`src/rtl/multiword_add_seq_if.sv`:
```
// Valid/ready operand and result bundle for multiword_add_seq.
// ADD_SUB_EN adds the sub select, captured alongside the operands.
interface multiword_add_seq_if #(
    parameter int unsigned WIDTH = 8,
    parameter int unsigned WORDS = 4
);
    localparam int unsigned W = WIDTH * WORDS;

    logic         in_valid;
    logic         in_ready;
    logic [W-1:0] in0;
    logic [W-1:0] in1;
    logic         carry_in;
`ifdef ADD_SUB_EN
    logic         sub;
`endif
    logic         out_valid;
    logic         out_ready;
    logic [W-1:0] sum;
    logic         carry_out;
    logic         overflow;
    logic         busy;

    modport slave (
`ifdef ADD_SUB_EN
        input  sub,
`endif
        input  in_valid, in0, in1, carry_in, out_ready,
        output in_ready, out_valid, sum, carry_out, overflow, busy
    );

    modport master (
`ifdef ADD_SUB_EN
        output sub,
`endif
        output in_valid, in0, in1, carry_in, out_ready,
        input  in_ready, out_valid, sum, carry_out, overflow, busy
    );
endinterface

```
`src/rtl/multiword_add_seq.sv`:
```
// Multi-word adder: one WIDTH-bit adder stepped over WORDS cycles with a carry register.
// Define ADD_SUB_EN to enable subtraction via bus_io.sub.
module multiword_add_seq #(
    parameter int unsigned WIDTH = 8,
    parameter int unsigned WORDS = 4
) (
    input  logic                 clk,
    input  logic                 rst,
    multiword_add_seq_if.slave   bus_io
);
    localparam int unsigned IdxW = (WORDS > 1) ? $clog2(WORDS) : 1;
    localparam logic [IdxW-1:0] LastIdx = IdxW'(WORDS - 1);

    typedef enum logic [1:0] {StIdle, StRun, StDone} state_e;

    state_e                       state_q, state_d;
    logic [IdxW-1:0]              idx_q, idx_d;
    logic                         carry_q, carry_d;
    logic [WORDS-1:0][WIDTH-1:0]  a_q, a_d;
    logic [WORDS-1:0][WIDTH-1:0]  b_q, b_d;
    logic [WORDS-1:0][WIDTH-1:0]  sum_q, sum_d;
    logic                         cout_q, cout_d;
    logic                         ovf_q, ovf_d;

    logic                         sub_w;
    logic [WIDTH:0]               word_sum;

`ifdef ADD_SUB_EN
    assign sub_w = bus_io.sub;
`else
    assign sub_w = 1'b0;
`endif

    assign word_sum = {1'b0, a_q[idx_q]} + {1'b0, b_q[idx_q]} + {{WIDTH{1'b0}}, carry_q};

    always_comb begin
        state_d = state_q;
        idx_d   = idx_q;
        carry_d = carry_q;
        a_d     = a_q;
        b_d     = b_q;
        sum_d   = sum_q;
        cout_d  = cout_q;
        ovf_d   = ovf_q;
        unique case (state_q)
            StIdle: begin
                if (bus_io.in_valid) begin
                    // Subtract stores ~B and ~cin so RUN only ever adds.
                    a_d     = bus_io.in0;
                    b_d     = sub_w ? ~bus_io.in1 : bus_io.in1;
                    carry_d = bus_io.carry_in ^ sub_w;
                    idx_d   = '0;
                    state_d = StRun;
                end
            end
            StRun: begin
                sum_d[idx_q] = word_sum[WIDTH-1:0];
                carry_d      = word_sum[WIDTH];
                if (idx_q == LastIdx) begin
                    cout_d  = word_sum[WIDTH];
                    ovf_d   = (a_q[WORDS-1][WIDTH-1] == b_q[WORDS-1][WIDTH-1]) &&
                              (word_sum[WIDTH-1] != a_q[WORDS-1][WIDTH-1]);
                    idx_d   = '0;
                    state_d = StDone;
                end else begin
                    idx_d = idx_q + 1'b1;
                end
            end
            StDone: begin
                if (bus_io.out_ready) begin
                    state_d = StIdle;
                end
            end
            default: state_d = StIdle;
        endcase
    end

    always_ff @(posedge clk or posedge rst) begin
        if (rst) begin
            state_q <= StIdle;
            idx_q   <= '0;
            carry_q <= 1'b0;
            a_q     <= '0;
            b_q     <= '0;
            sum_q   <= '0;
            cout_q  <= 1'b0;
            ovf_q   <= 1'b0;
        end else begin
            state_q <= state_d;
            idx_q   <= idx_d;
            carry_q <= carry_d;
            a_q     <= a_d;
            b_q     <= b_d;
            sum_q   <= sum_d;
            cout_q  <= cout_d;
            ovf_q   <= ovf_d;
        end
    end

    assign bus_io.in_ready  = (state_q == StIdle);
    assign bus_io.out_valid = (state_q == StDone);
    assign bus_io.busy      = (state_q != StIdle);
    assign bus_io.sum       = sum_q;
    assign bus_io.carry_out = cout_q;
    assign bus_io.overflow  = ovf_q;
endmodule

```
`src/flat_wrapper.sv`:
```
// flat-port wrapper written by rule: the top's interface ports become plain ports
module multiword_add_seq_flat 
#(
    parameter int unsigned WIDTH = 8,
    parameter int unsigned WORDS = 4
)
  (clk, rst, bus_io_in_valid, bus_io_in0, bus_io_in1, bus_io_carry_in, bus_io_out_ready, bus_io_in_ready, bus_io_out_valid, bus_io_sum, bus_io_carry_out, bus_io_overflow, bus_io_busy);
  multiword_add_seq_if #(.WIDTH(WIDTH), .WORDS(WORDS)) bus_io_i ();
  input  logic clk;
  input  logic rst;
  input wire logic [$bits(bus_io_i.in_valid)-1:0] bus_io_in_valid;
  input wire logic [$bits(bus_io_i.in0)-1:0] bus_io_in0;
  input wire logic [$bits(bus_io_i.in1)-1:0] bus_io_in1;
  input wire logic [$bits(bus_io_i.carry_in)-1:0] bus_io_carry_in;
  input wire logic [$bits(bus_io_i.out_ready)-1:0] bus_io_out_ready;
  output wire logic [$bits(bus_io_i.in_ready)-1:0] bus_io_in_ready;
  output wire logic [$bits(bus_io_i.out_valid)-1:0] bus_io_out_valid;
  output wire logic [$bits(bus_io_i.sum)-1:0] bus_io_sum;
  output wire logic [$bits(bus_io_i.carry_out)-1:0] bus_io_carry_out;
  output wire logic [$bits(bus_io_i.overflow)-1:0] bus_io_overflow;
  output wire logic [$bits(bus_io_i.busy)-1:0] bus_io_busy;
  assign bus_io_i.in_valid = bus_io_in_valid;
  assign bus_io_i.in0 = bus_io_in0;
  assign bus_io_i.in1 = bus_io_in1;
  assign bus_io_i.carry_in = bus_io_carry_in;
  assign bus_io_i.out_ready = bus_io_out_ready;
  assign bus_io_in_ready = bus_io_i.in_ready;
  assign bus_io_out_valid = bus_io_i.out_valid;
  assign bus_io_sum = bus_io_i.sum;
  assign bus_io_carry_out = bus_io_i.carry_out;
  assign bus_io_overflow = bus_io_i.overflow;
  assign bus_io_busy = bus_io_i.busy;
  multiword_add_seq #(.WIDTH(WIDTH), .WORDS(WORDS)) u_core (.clk(clk), .rst(rst), .bus_io(bus_io_i));
endmodule
```
`config.mk`:
```
export PLATFORM = sky130hd
export DESIGN_NAME = multiword_add_seq_flat
export DESIGN_NICKNAME = d
export VERILOG_FILES = /design/src/rtl/multiword_add_seq_if.sv /design/src/rtl/multiword_add_seq.sv /design/src/flat_wrapper.sv
export SDC_FILE = /design/constraint.sdc
export NUM_CORES = 1
export LEC_CHECK = 0
export CAP_MARGIN = 20
export CORE_ASPECT_RATIO = 1.2
export CORE_MARGIN = 4
export CORE_UTILIZATION = 47
export CTS_BUF_LIST = sky130_fd_sc_hd__clkbuf_8
export DETAILED_ROUTE_END_ITERATION = 8
export GPL_TIMING_DRIVEN = 0
export PLACE_DENSITY = 0.78
export RECOVER_POWER = 100
export SYNTH_ARGS = -nofsm -noshare
export SYNTH_HDL_FRONTEND = slang
export SYNTH_SLANG_ARGS = --single-unit
```
`constraint.sdc`:
```
create_clock -name clk -period 3.2 [get_ports clk]
set_input_delay 0.32 -clock clk [delete_from_list [all_inputs] [get_ports clk]]
set_output_delay 0.32 -clock clk [all_outputs]
set_load 0.02 [all_outputs]
```
Word level (Yosys, flattened, before mapping)
Index checks and enable logic that the tools add are counted.
{ "word_totals": {"out_inout_bits": 37, "ff_bits": 103, "wordCells": 55} }
{ "classes": {"n_reduce_logical": 9, "mux": 16, "magnitude_cmp": 2, "n_eq_ne": 8, "n_addsub": 3} }
{ "op_table": {"columns": ["cell", "count"], "rows": [
  ["8-bit binary-select mux with 2-bit select", 2],
  ["32-bit bitwise mux", 1],
  ["8-bit two-way mux", 3],
  ["8-bit demux with 2-bit select", 1],
  ["2-bit two-way mux", 5],
  ["8-bit by 8-bit adder with 9-bit output", 1],
  ["9-bit by 1-bit adder with 9-bit output", 1],
  ["2-bit case mux with 3 select lines", 1],
  ["2-bit AND reduction", 3],
  ["2-bit equality test (second input constant)", 2],
  ["2-bit != test (second input constant)", 2],
  ["2-bit case mux with 2 select lines", 1],
  ["2-bit nonzero test", 2],
  ["2-bit by 3-bit less-than comparator with 1-bit output (second input constant)", 1],
  ["3-bit AND reduction", 1],
  ["2-bit by 1-bit adder with 2-bit output (second input constant)", 1],
  ["2-bit by 1-bit equality test with 1-bit output (second input constant)", 1],
  ["2-bit by 1-bit >= comparator with 1-bit output (second input constant)", 1],
  ["1-bit logical AND", 2],
  ["2-bit zero test", 1],
  ["2-bit by 1-bit != test with 1-bit output (second input constant)", 1],
  ["1-bit case mux with 2 select lines", 1],
  ["1-bit equality test", 1],
  ["1-bit two-way mux", 1],
  ["1-bit != test", 1]
]} }

Depth between registers and ports, before layout
Gate-level depths: netlist of the first run.
{ "depth": {"depth_word": 6, "depth_mapped": 10, "mapped_depth_nobuf": 8} }

Worst setup path before layout of the first run
No wires, ideal clock.
{ "synth_timing": {"path_type": "register to register", "startpoint": "register u_core.idx_q[0]", "endpoint": "register u_core.cout_q, in the netlist u_core.bus_io.carry_out", "path_stages_with_launch": 11, "t_required_ns": 3.068, "path_buffers": 2, "arrival_time_ns": 2.954, "slack_ns": 0.114, "path_cell_list": "dfrtp_1 buf_2 buf_2 mux4_2 fa_1 fa_1 a21o_1 a21oi_2 o21ai_0 a221oi_1 o21ai_0"} }
{ "synth_between": {"elab_chain_len": 4, "word_cells_on_any_way": 8, "cone_classes": "2 x add/sub; 1 x eq/ne; 4 x mux; 1 x reduce/logical"} }
{ "synth_rtl": {"columns": ["element", "line_no", "source"], "rows": [
  ["from (decl)", "multiword_add_seq.sv:17", "logic [IdxW-1:0] idx_q, idx_d;"],
  ["from (signal assigned)", "multiword_add_seq.sv:90", "idx_q <= idx_d;"],
  ["8-bit binary-select mux with 2-bit select", "multiword_add_seq.sv:34", "assign word_sum = {1'b0, a_q[idx_q]} + {1'b0, b_q[idx_q]} + {{WIDTH{1'b0}}, carry_q};"],
  ["8-bit two-way mux (not written as such)", "multiword_add_seq.sv:34", null],
  ["8-bit by 8-bit adder with 9-bit output", "multiword_add_seq.sv:34", null],
  ["9-bit by 1-bit adder with 9-bit output", "multiword_add_seq.sv:34", null],
  ["to (signal assigned)", "multiword_add_seq.sv:95", "cout_q <= cout_d;"],
  ["to (decl)", "multiword_add_seq.sv:22", "logic cout_q, cout_d;"]
]} }
Parallel ways exist; a longest one is shown, timed or not. The select of a mux whose other input is x is not followed.
A chain may end at the register's enable or synchronous reset.

Worst setup path after layout of the first run
{ "layout_timing": {"startpoint": "register u_core.idx_q[0]", "endpoint": "register u_core.carry_q"} }
{ "layout_between": {"elab_chain_len": 5, "word_cells_on_any_way": 7, "cone_classes": "2 x add/sub; 5 x mux"} }
{ "layout_rtl": {"columns": ["element", "line_no", "source"], "rows": [
  ["8-bit binary-select mux with 2-bit select", "multiword_add_seq.sv:34", null],
  ["8-bit two-way mux (not written as such)", "multiword_add_seq.sv:34", null],
  ["8-bit by 8-bit adder with 9-bit output (*)", "multiword_add_seq.sv:34", null],
  ["9-bit by 1-bit adder with 9-bit output (*)", "multiword_add_seq.sv:34", null],
  ["1-bit case mux with 2 select lines (*)", "multiword_add_seq.sv:45", "unique case (state_q)"],
  ["to (signal assigned)", "multiword_add_seq.sv:91", "carry_q <= carry_d;"],
  ["to (decl)", "multiword_add_seq.sv:18", "logic carry_q, carry_d;"]
]} }
Mark *: on every way between the ends. The rest lies on a longest branch, timed or not. The select of a mux whose other input is x is not followed.

==> results of run 1 <==
power by group through the flow:
| stage | Combinational [W] | Sequential (W) | Clock [W] |
|---|---|---|---|
| floorplan | 0.00299 | 0.00249 | 0 |
| global placement | 0.00444 | 0.00231 | 0 |
| detailed placement | 0.00459 | 0.00235 | 0 |
| CTS | 0.00469 | 0.00232 | 0.00107 |
| global route | 0.00500 | 0.00239 | 0.00112 |
| finish | 0.00459 | 0.00231 | 0.00105 |
what timing repair did:
action                                  in CTS  in global routing
pin swaps                                    0                  1
resized for setup                            9                  4
endpoints found under the setup margin      18                  2
setup buffers                                0                  1
layout by cell type (no fill, tap or decap), types with 2 or more instances in the layout:
| master | n |
|---|---|
| dfrtp_1 | 103 |
| clkdlybuf4s50_1 | 70 |
| mux2_2 | 56 |
| nand2_1 | 35 |
| dlygate4sd3_1 | 35 |
| o21ai_0 | 24 |
| mux2_1 | 16 |
| mux4_2 | 16 |
| nor2_1 | 13 |
| clkbuf_1 | 13 |
| ha_1 | 11 |
| clkbuf_8 | 10 |
| nor3_1 | 7 |
| inv_1 | 5 |
| a21o_1 | 4 |
| a211o_1 | 4 |
| mux2i_1 | 4 |
| bufinv_16 | 4 |
| a211oi_1 | 3 |
| buf_2 | 2 |
| xnor2_1 | 2 |
| a21oi_1 | 2 |
| xor2_1 | 2 |
| a21oi_2 | 2 |
| buf_8 | 2 |
| buf_6 | 2 |
| nand2b_1 | 2 |
| o31ai_1 | 2 |
| a22oi_1 | 2 |
layer usage:
metal / wire, um / GRT usage, % / vias up
met3: 570 / 3.85 / 11
met2: 5680 / 33.4 / 98
met1: 4220 / 23.4 / 1596
met4: 152 / 5.81 / 0
li1: - / - / 1496
met5: 0 / 0 / -
layout make-up:
| cell class | instances | area share, % |
|---|---|---|
| Clock inverter | 5 | 2.07 |
| Sequential cell | 103 | 41.5 |
| Inverter | 6 | 0.383 |
| Tap cell | 123 | 2.48 |
| Buffer | 19 | 1.79 |
| Multi-Input combinational cell | 221 | 32.4 |
| Clock buffer | 10 | 2.22 |
| Timing Repair Buffer | 107 | 17.2 |
final timing paths:
check	from	end	slack [ps]	cells past startpoint
min reg2reg	u_core.bus_io.sum[2]	u_core.bus_io.sum[2]	480	2
max reg2reg	u_core.idx_q[0]	u_core.carry_q	140	9
max in group asynchronous	rst	u_core.a_q[31]	710	3
min	u_core.bus_io.sum[2]	u_core.bus_io.sum[2]	480	2
max	u_core.idx_q[0]	u_core.carry_q	140	9
min in group asynchronous	rst	u_core.bus_io.sum[9]	890	2
cell families after synthesis:
family | share of synthesized area, %
mux | 25.7
simple gates | 5.68
fa+ha+maj | 3.77
buf+inv | 2.76
flops | 54.7
xor+xnor | 0.743
compound gates | 6.71
sequential cells by signal, summed over array words and instances, names as in the netlist:
register                 flops
u_core.idx_q                 2
u_core.bus_io.carry_out      1
u_core.a_q                  32
u_core.b_q                  32
u_core.state_q               2
u_core.bus_io.sum           32
u_core.carry_q               1
u_core.bus_io.overflow       1
tightest hold or removal path: stages, from the launching register on:
cell and delay, ps:
dfrtp_1 340, nand2_1 50, o21ai_0 60
per-stage QoR:
step	setup WS, ps	TNS, ps	total power (W)	utilization (%)	instance area (um^2)
2_1_floorplan	114	0	0.00548	-	4720
5_1_grt	-1.01	-1.01	0.00851	64.3	6210
3_3_place_gp	-1150	-120190	0.00675	61.3	5920
3_5_place_dp	-506	-3030	0.00694	61.6	5950
6_report	136	0	0.00795	64.3	6210
4_1_cts	27.0	0	0.00808	64.7	6250
==> report_table.html, run 1 <==
<table>
<tr><th>Metric</th><th>Value</th></tr>
<tr><th colspan="2">Run status</th></tr>
<tr><td>Status</td><td>finished with violations</td></tr>
<tr><td>Violations in the final reports</td><td>max-capacitance violations, max-slew violations</td></tr>
<tr><th colspan="2">Final layout</th></tr>
<tr><td>Non-filler instance count after layout</td><td>594</td></tr>
<tr><td>Fillcell total</td><td>754</td></tr>
<tr><td>Layout Nets</td><td>549</td></tr>
<tr><td>Register cell area after layout</td><td>2580 um^2</td></tr>
<tr><td>Fraction of final layout cells sized beyond drive strength 1</td><td>21.4%</td></tr>
<tr><td>Signed area change from the synthesized netlist to the final layout</td><td>31.8%</td></tr>
<tr><td>Number of antenna repair diodes</td><td>0</td></tr>
<tr><td>Area of combinational cells with multiple inputs</td><td>2010 um^2</td></tr>
<tr><th colspan="2">Clocking</th></tr>
<tr><td>Total clock sinks</td><td>103</td></tr>
<tr><td>CTS Hold Buffers Added</td><td>0</td></tr>
<tr><td>Worst-Skew Late Latency</td><td>360 ps</td></tr>
<tr><td>Clk slew on worst S/H paths</td><td>90 ps</td></tr>
<tr><td>Clock root buffer master</td><td>clkbuf_8</td></tr>
<tr><td>Count of H-tree levels built during CTS</td><td>3</td></tr>
<tr><td>CTS tree</td><td>built</td></tr>
<tr><td>Number of buffers created by CTS</td><td>9</td></tr>
<tr><td>Maximum count of clock buffers along a single path</td><td>2</td></tr>
<tr><th colspan="2">Timing</th></tr>
<tr><td>Maximum clock rate</td><td>326 MHz</td></tr>
<tr><td>Final period util</td><td>95.8%</td></tr>
<tr><td>Max-slew violation total from the final report</td><td>45</td></tr>
<tr><td>Headroom to the max-slew limit</td><td>-24.2%</td></tr>
<tr><td>Min cycle time layout</td><td>3060 ps</td></tr>
<tr><td>Setup Skew</td><td>9.74 ps</td></tr>
<tr><td>Final Setup Violations</td><td>0</td></tr>
<tr><td>Final Hold Viols</td><td>0</td></tr>
<tr><td>Worst-Margin Slew</td><td>1850 ps</td></tr>
<tr><td>Worst Hold Slack</td><td>482 ps</td></tr>
<tr><th colspan="2">Synthesis</th></tr>
<tr><td>Flip-flop and latch count after synthesis</td><td>103</td></tr>
<tr><td>Dominant cell by count in the synthesized netlist</td><td>dfrtp_1</td></tr>
<tr><td>Synthesized netlist cell count</td><td>349</td></tr>
<tr><td>Mean instance size in the synthesized netlist</td><td>13.5 um^2</td></tr>
<tr><td>Dominant register cell in the synthesized netlist</td><td>dfrtp_1</td></tr>
<tr><td>Synth unique cells</td><td>37</td></tr>
<tr><td>Fraction of post-synthesis cell area in the top cell type by area</td><td>54.7%</td></tr>
<tr><td>Fraction of registers with async set/reset</td><td>100%</td></tr>
<tr><td>Post-synth net total</td><td>431</td></tr>
<tr><td>Yosys warning total</td><td>0</td></tr>
<tr><td>Post-synthesis sequential area ratio</td><td>54.7%</td></tr>
<tr><td>Number of synthesized flops with an enable pin</td><td>0</td></tr>
<tr><td>Combined area of all synthesized cells</td><td>4720 um^2</td></tr>
<tr><td>Most area-consuming cells after synthesis</td><td>dfrtp_1 55%, mux2_2 13%, mux4_2 7.6%, mux2_1 3.8%, ha_1 2.9%</td></tr>
<tr><td>Cell type with the largest total area after synthesis</td><td>dfrtp_1</td></tr>
<tr><td>Most frequent cells after synthesis</td><td>103 x dfrtp_1, 56 x mux2_2, 35 x nand2_1</td></tr>
<tr><th colspan="2">Power</th></tr>
<tr><td>Internal power</td><td>0.00469 W</td></tr>
<tr><td>Sequential group share of total power</td><td>29.1%</td></tr>
<tr><td>Worst vdd ir</td><td>0.696 mV</td></tr>
<tr><td>Leakage power total</td><td>2.67 nW</td></tr>
<tr><td>Net load switching power</td><td>0.00326 W</td></tr>
<tr><td>Share of power burned in the clock network</td><td>13.2%</td></tr>
<tr><td>Combinational group share of total power</td><td>57.7%</td></tr>
<tr><td>Power density cells</td><td>1280 nW/um^2</td></tr>
<tr><td>Switching share of power</td><td>41.0%</td></tr>
<tr><th colspan="2">GRT</th></tr>
<tr><td>Total congestion overflow</td><td>0</td></tr>
<tr><td>Global-route wire length before repair</td><td>17.5 mm</td></tr>
<tr><td>Overall routing resource usage</td><td>19.0%</td></tr>
<tr><td>Largest net degree at the start of global routing</td><td>61</td></tr>
<tr><td>Initial antenna violation count</td><td>0</td></tr>
<tr><td>Vias in the first global route</td><td>3453</td></tr>
<tr><th colspan="2">Critical path</th></tr>
<tr><td>Number of buffer and inverter stages on the critical path</td><td>1</td></tr>
<tr><td>Setup crit start kind</td><td>register</td></tr>
<tr><td>CP max stage cell</td><td>mux4_2</td></tr>
<tr><td>Critical path's largest stage delay</td><td>570 ps</td></tr>
<tr><td>Maximum fanout along the worst path</td><td>10</td></tr>
<tr><td>Family with the most delay on the worst path</td><td>compound AO/OA/AOI/OAI gates</td></tr>
<tr><td>CP Class</td><td>register to register</td></tr>
<tr><td>Category of the worst setup path capture point</td><td>register</td></tr>
<tr><td>Crit path DAT</td><td>3300 ps</td></tr>
<tr><td>Worst endpoint required time</td><td>3430 ps</td></tr>
<tr><td>CP Cell Sequence</td><td>buf_8, mux4_2, fa_2, fa_1, a21o_1, a21oi_2, o21ai_1, a221oi_2, o21ai_0</td></tr>
<tr><th colspan="2">Drt</th></tr>
<tr><td>DRC violations left</td><td>0</td></tr>
<tr><td>Vias per std cell</td><td>5.39</td></tr>
<tr><td>Via count</td><td>3201</td></tr>
<tr><td>WL per Instance</td><td>17.9 um</td></tr>
<tr><td>DRC violation total after the first TritonRoute iteration</td><td>156</td></tr>
<tr><td>Detailed Route WL</td><td>10.6 mm</td></tr>
<tr><td>Post-DRT Antenna Nets</td><td>0</td></tr>
<tr><td>Count of TritonRoute iterations in the first routing pass</td><td>4</td></tr>
<tr><th colspan="2">Die</th></tr>
<tr><td>Top-level port count</td><td>106</td></tr>
<tr><td>Effective utilization at floorplan</td><td>48.8%</td></tr>
<tr><td>Height of the die</td><td>118 um</td></tr>
<tr><td>Number of placement rows</td><td>39</td></tr>
<tr><td>Die area</td><td>11700 um^2</td></tr>
<tr><td>Width of the die</td><td>99.4 um</td></tr>
<tr><td>Standard cell core area</td><td>9660 um^2</td></tr>
<tr><th colspan="2">Worst hold path</th></tr>
<tr><td>Path class of the lowest-slack min-delay path</td><td>register to register</td></tr>
<tr><th colspan="2">Placed design</th></tr>
<tr><td>DP Wirelength</td><td>8.19 mm</td></tr>
<tr><td>Cell Count Post-Placement</td><td>578</td></tr>
<tr><td>Final weighted congestion in routability-driven placement</td><td>0.772</td></tr>
<tr><td>I/O Buffers</td><td>105</td></tr>
<tr><th colspan="2">Job</th></tr>
<tr><td>Max capacitance violation total</td><td>1</td></tr>
</table>
No activity file was read; power rests on OpenSTA's default activity.
==> inputs of run 2 (changes only) <==
CORE_UTILIZATION = 40   (was 47)
PLACE_DENSITY = 0.68   (was 0.78)
==> run 2 against run 1 <==
Effect of this change: the flow still finishes with violations (max-capacitance violations, max-slew violations); via count down 1.8%; sequential power barely moved; combinational power barely moved; clock power down 33%; critical path depth stayed put; first-iteration DRC count is 1.9% higher; core utilization shrank 11 points; total power is 4.2% lower; clock-buffer cell count decreased by 1; worst setup slack improved by 35 ps; final cell count up 5.7%.
==> report_table.html, run 2 (synthesis gave the netlist of run 1 again) <==
<table>
<tr><th>Metric</th><th>Value</th></tr>
<tr><th colspan="2">Die</th></tr>
<tr><td>Width of the die</td><td>107 um (+7.7%)</td></tr>
<tr><td>Die area</td><td>13600 um^2 (+16%)</td></tr>
<tr><td>Standard cell core area</td><td>11600 um^2 (+20%)</td></tr>
<tr><td>Effective utilization at floorplan</td><td>40.8% (-8.0 points)</td></tr>
<tr><td>Height of the die</td><td>127 um (+7.8%)</td></tr>
<tr><td>Top-level port count</td><td>106 (unchanged)</td></tr>
<tr><td>Number of placement rows</td><td>43 (+10%)</td></tr>
<tr><th colspan="2">GRT</th></tr>
<tr><td>Initial antenna violation count</td><td>0 (unchanged)</td></tr>
<tr><td>Largest net degree at the start of global routing</td><td>61 (unchanged)</td></tr>
<tr><td>Peak-usage layer in the global routing report</td><td>met2</td></tr>
<tr><td>Overall routing resource usage</td><td>16.5% (-2.6 points)</td></tr>
<tr><td>Met3 GRT Util</td><td>3.31% (-0.55 points)</td></tr>
<tr><td>M1 GR Usage</td><td>20.8% (-2.6 points)</td></tr>
<tr><td>Global-route wire length before repair</td><td>17.4 mm (-0.36%)</td></tr>
<tr><td>Vias in the first global route</td><td>3345 (-3.1%)</td></tr>
<tr><td>GR Layer Usage met2</td><td>28.7% (-4.8 points)</td></tr>
<tr><td>Total congestion overflow</td><td>0 (unchanged)</td></tr>
<tr><th colspan="2">Drt</th></tr>
<tr><td>Post-DRT Antenna Nets</td><td>0 (unchanged)</td></tr>
<tr><td>Count of TritonRoute iterations in the first routing pass</td><td>4 (unchanged)</td></tr>
<tr><td>DRC violations left</td><td>0 (unchanged)</td></tr>
<tr><td>WL per Instance</td><td>17.0 um (-4.9%)</td></tr>
<tr><td>Vias per std cell</td><td>5.01 (-7.1%)</td></tr>
<tr><td>Via count</td><td>3144 (-1.8%)</td></tr>
<tr><td>Detailed Route WL</td><td>10.7 mm (+0.55%)</td></tr>
<tr><td>DRC violation total after the first TritonRoute iteration</td><td>159 (+1.9%)</td></tr>
<tr><th colspan="2">Clocking</th></tr>
<tr><td>CTS Hold Buffers Added</td><td>0 (unchanged)</td></tr>
<tr><td>Buffer count from post-CTS setup fixing</td><td>0 (unchanged)</td></tr>
<tr><td>Count of H-tree levels built during CTS</td><td>3 (unchanged)</td></tr>
<tr><td>CTS tree</td><td>built</td></tr>
<tr><td>Total clock sinks</td><td>103 (unchanged)</td></tr>
<tr><td>Number of buffers created by CTS</td><td>9 (unchanged)</td></tr>
<tr><td>Maximum count of clock buffers along a single path</td><td>2 (unchanged)</td></tr>
<tr><td>Worst-Skew Late Latency</td><td>350 ps (about the same)</td></tr>
<tr><td>Clk slew on worst S/H paths</td><td>100 ps (about the same)</td></tr>
<tr><td>Clock root buffer master</td><td>clkbuf_8</td></tr>
<tr><th colspan="2">Placed design</th></tr>
<tr><td>I/O Buffers</td><td>105 (unchanged)</td></tr>
<tr><td>Final weighted congestion in routability-driven placement</td><td>0.864 (+12%)</td></tr>
<tr><td>Cell Count Post-Placement</td><td>612 (+5.9%)</td></tr>
<tr><td>DP Wirelength</td><td>8.30 mm (+1.3%)</td></tr>
<tr><th colspan="2">Final layout</th></tr>
<tr><td>Non-filler instance count after layout</td><td>628 (+5.7%)</td></tr>
<tr><td>Register cell area after layout</td><td>2580 um^2 (unchanged)</td></tr>
<tr><td>Fraction of final layout cells sized beyond drive strength 1</td><td>20.6% (-0.85 points)</td></tr>
<tr><td>Number of antenna repair diodes</td><td>0 (unchanged)</td></tr>
<tr><td>Fillcell total</td><td>994 (+32%)</td></tr>
<tr><td>Top library cells by usage in the layout, fill and taps aside</td><td>103 x dfrtp_1, 67 x clkdlybuf4s50_1, 56 x mux2_2, 38 x dlygate4sd3_1, 35 x nand2_1</td></tr>
<tr><td>Most common library cell in the layout ignoring fill and taps</td><td>dfrtp_1</td></tr>
<tr><td>Layout Nets</td><td>548 (-0.18%)</td></tr>
<tr><td>Area of combinational cells with multiple inputs</td><td>2010 um^2 (unchanged)</td></tr>
<tr><td>Signed area change from the synthesized netlist to the final layout</td><td>30.2%</td></tr>
<tr><th colspan="2">Power</th></tr>
<tr><td>Leakage power total</td><td>2.62 nW (-1.9%)</td></tr>
<tr><td>Power density cells</td><td>1240 nW/um^2 (-3.0%)</td></tr>
<tr><td>Worst vdd ir</td><td>0.731 mV (+5.1%)</td></tr>
<tr><td>Overall power</td><td>0.00762 W (-4.2%)</td></tr>
<tr><th colspan="2">Timing</th></tr>
<tr><td>Headroom to the max-slew limit</td><td>-27.4% (-3.2 points)</td></tr>
<tr><td>Min cycle time layout</td><td>3030 ps (-35.3 ps)</td></tr>
<tr><td>Setup Skew</td><td>13.6 ps (+3.87 ps)</td></tr>
<tr><td>Final Hold Viols</td><td>0 (unchanged)</td></tr>
<tr><td>Worst-Margin Slew</td><td>1900 ps (+47.4 ps)</td></tr>
<tr><td>Max-slew violation total from the final report</td><td>45 (unchanged)</td></tr>
<tr><td>Maximum clock rate</td><td>330 MHz (+1.2%)</td></tr>
<tr><td>Final Setup Violations</td><td>0 (unchanged)</td></tr>
<tr><td>Final period util</td><td>94.7% (-1.1 points)</td></tr>
<tr><td>Worst Hold Slack</td><td>479 ps (-2.93 ps)</td></tr>
<tr><td>Setup TNS Final</td><td>0 ps (unchanged)</td></tr>
<tr><td>Unrepaired setup endpoints after global routing</td><td>no</td></tr>
<tr><th colspan="2">Critical path</th></tr>
<tr><td>Category of the worst setup path capture point</td><td>register</td></tr>
<tr><td>Crit path DAT</td><td>3270 ps (-30 ps)</td></tr>
<tr><td>CP Class</td><td>register to register</td></tr>
<tr><td>Maximum fanout along the worst path</td><td>10 (unchanged)</td></tr>
<tr><td>Setup crit start kind</td><td>register</td></tr>
<tr><td>Worst endpoint required time</td><td>3440 ps (about the same)</td></tr>
<tr><th colspan="2">Run status</th></tr>
<tr><td>Status</td><td>finished with violations</td></tr>
<tr><td>Violations in the final reports</td><td>max-capacitance violations, max-slew violations</td></tr>
<tr><th colspan="2">Job</th></tr>
<tr><td>Max capacitance violation total</td><td>1 (unchanged)</td></tr>
<tr><th colspan="2">Worst hold path</th></tr>
<tr><td>Path class of the lowest-slack min-delay path</td><td>register to register</td></tr>
</table>
==> run 2: where the power goes <==
part	internal (W)	leakage (nW)	switching, W
combinational	0.00208	1.29	0.00253
sequential	0.00197	1.24	0.000328
clock	0.000278	0.0892	0.000428
total	0.00433	2.62	0.00329
==> run 2: routing by layer <==
metal | part of all wire, % | up-vias
li1 | - | 1483
met1 | 43 | 1560
met2 | 51 | 91
met3 | 4.7 | 10
met4 | 1.5 | 0
met5 | 0 | -
==> run 2: stage by stage <==
step	worst slack [ps]	cell area (um^2)	util (%)
final	171	6140	53.1
after global placement	-1230	5960	51.6
after global routing	22.6	6140	53.1
after CTS	14.9	6190	53.5
after floorplan	114	4720	-
after detailed placement	-467	5990	51.8
==> run 2: final cells by class <==
cell class              count  area share [%]
flip-flops and latches    103            42.0
multi-input cells         221            32.8
repair buffers            106            17.2
well taps                 157            3.20
clock buffers               9            2.02
plain buffers              19            1.67
clock inverters             7           0.713
inverters                   6           0.387
==> run 2: critical path, cell delays in order, from the launching register on <==
cell      delay (ps)
dfrtp_1          410
buf_8            190
mux4_2           570
fa_2             410
fa_1             420
a21o_1           180
a21oi_2          190
o21ai_1          130
a221oi_2         290
o21ai_0          110
==> run 2: worst paths after layout <==
check | slack [ps] | cells after the start | endpoint | from
worst max-delay path | 170 | 9 | u_core.carry_q | u_core.idx_q[0]
worst min-delay path | 480 | 2 | u_core.bus_io.sum[21] | u_core.bus_io.sum[21]
worst max register to register | 170 | 9 | u_core.carry_q | u_core.idx_q[0]
worst min register to register | 480 | 2 | u_core.bus_io.sum[21] | u_core.bus_io.sum[21]
max in group asynchronous | 690 | 3 | u_core.a_q[11] | rst
min in group asynchronous | 890 | 2 | u_core.bus_io.sum[17] | rst
==> run 2: timing repair <==
action / in CTS / in global routing
endpoints found under the setup margin: 15 / 2
gates resized for setup: 8 / 3
pin swaps: 1 / 1
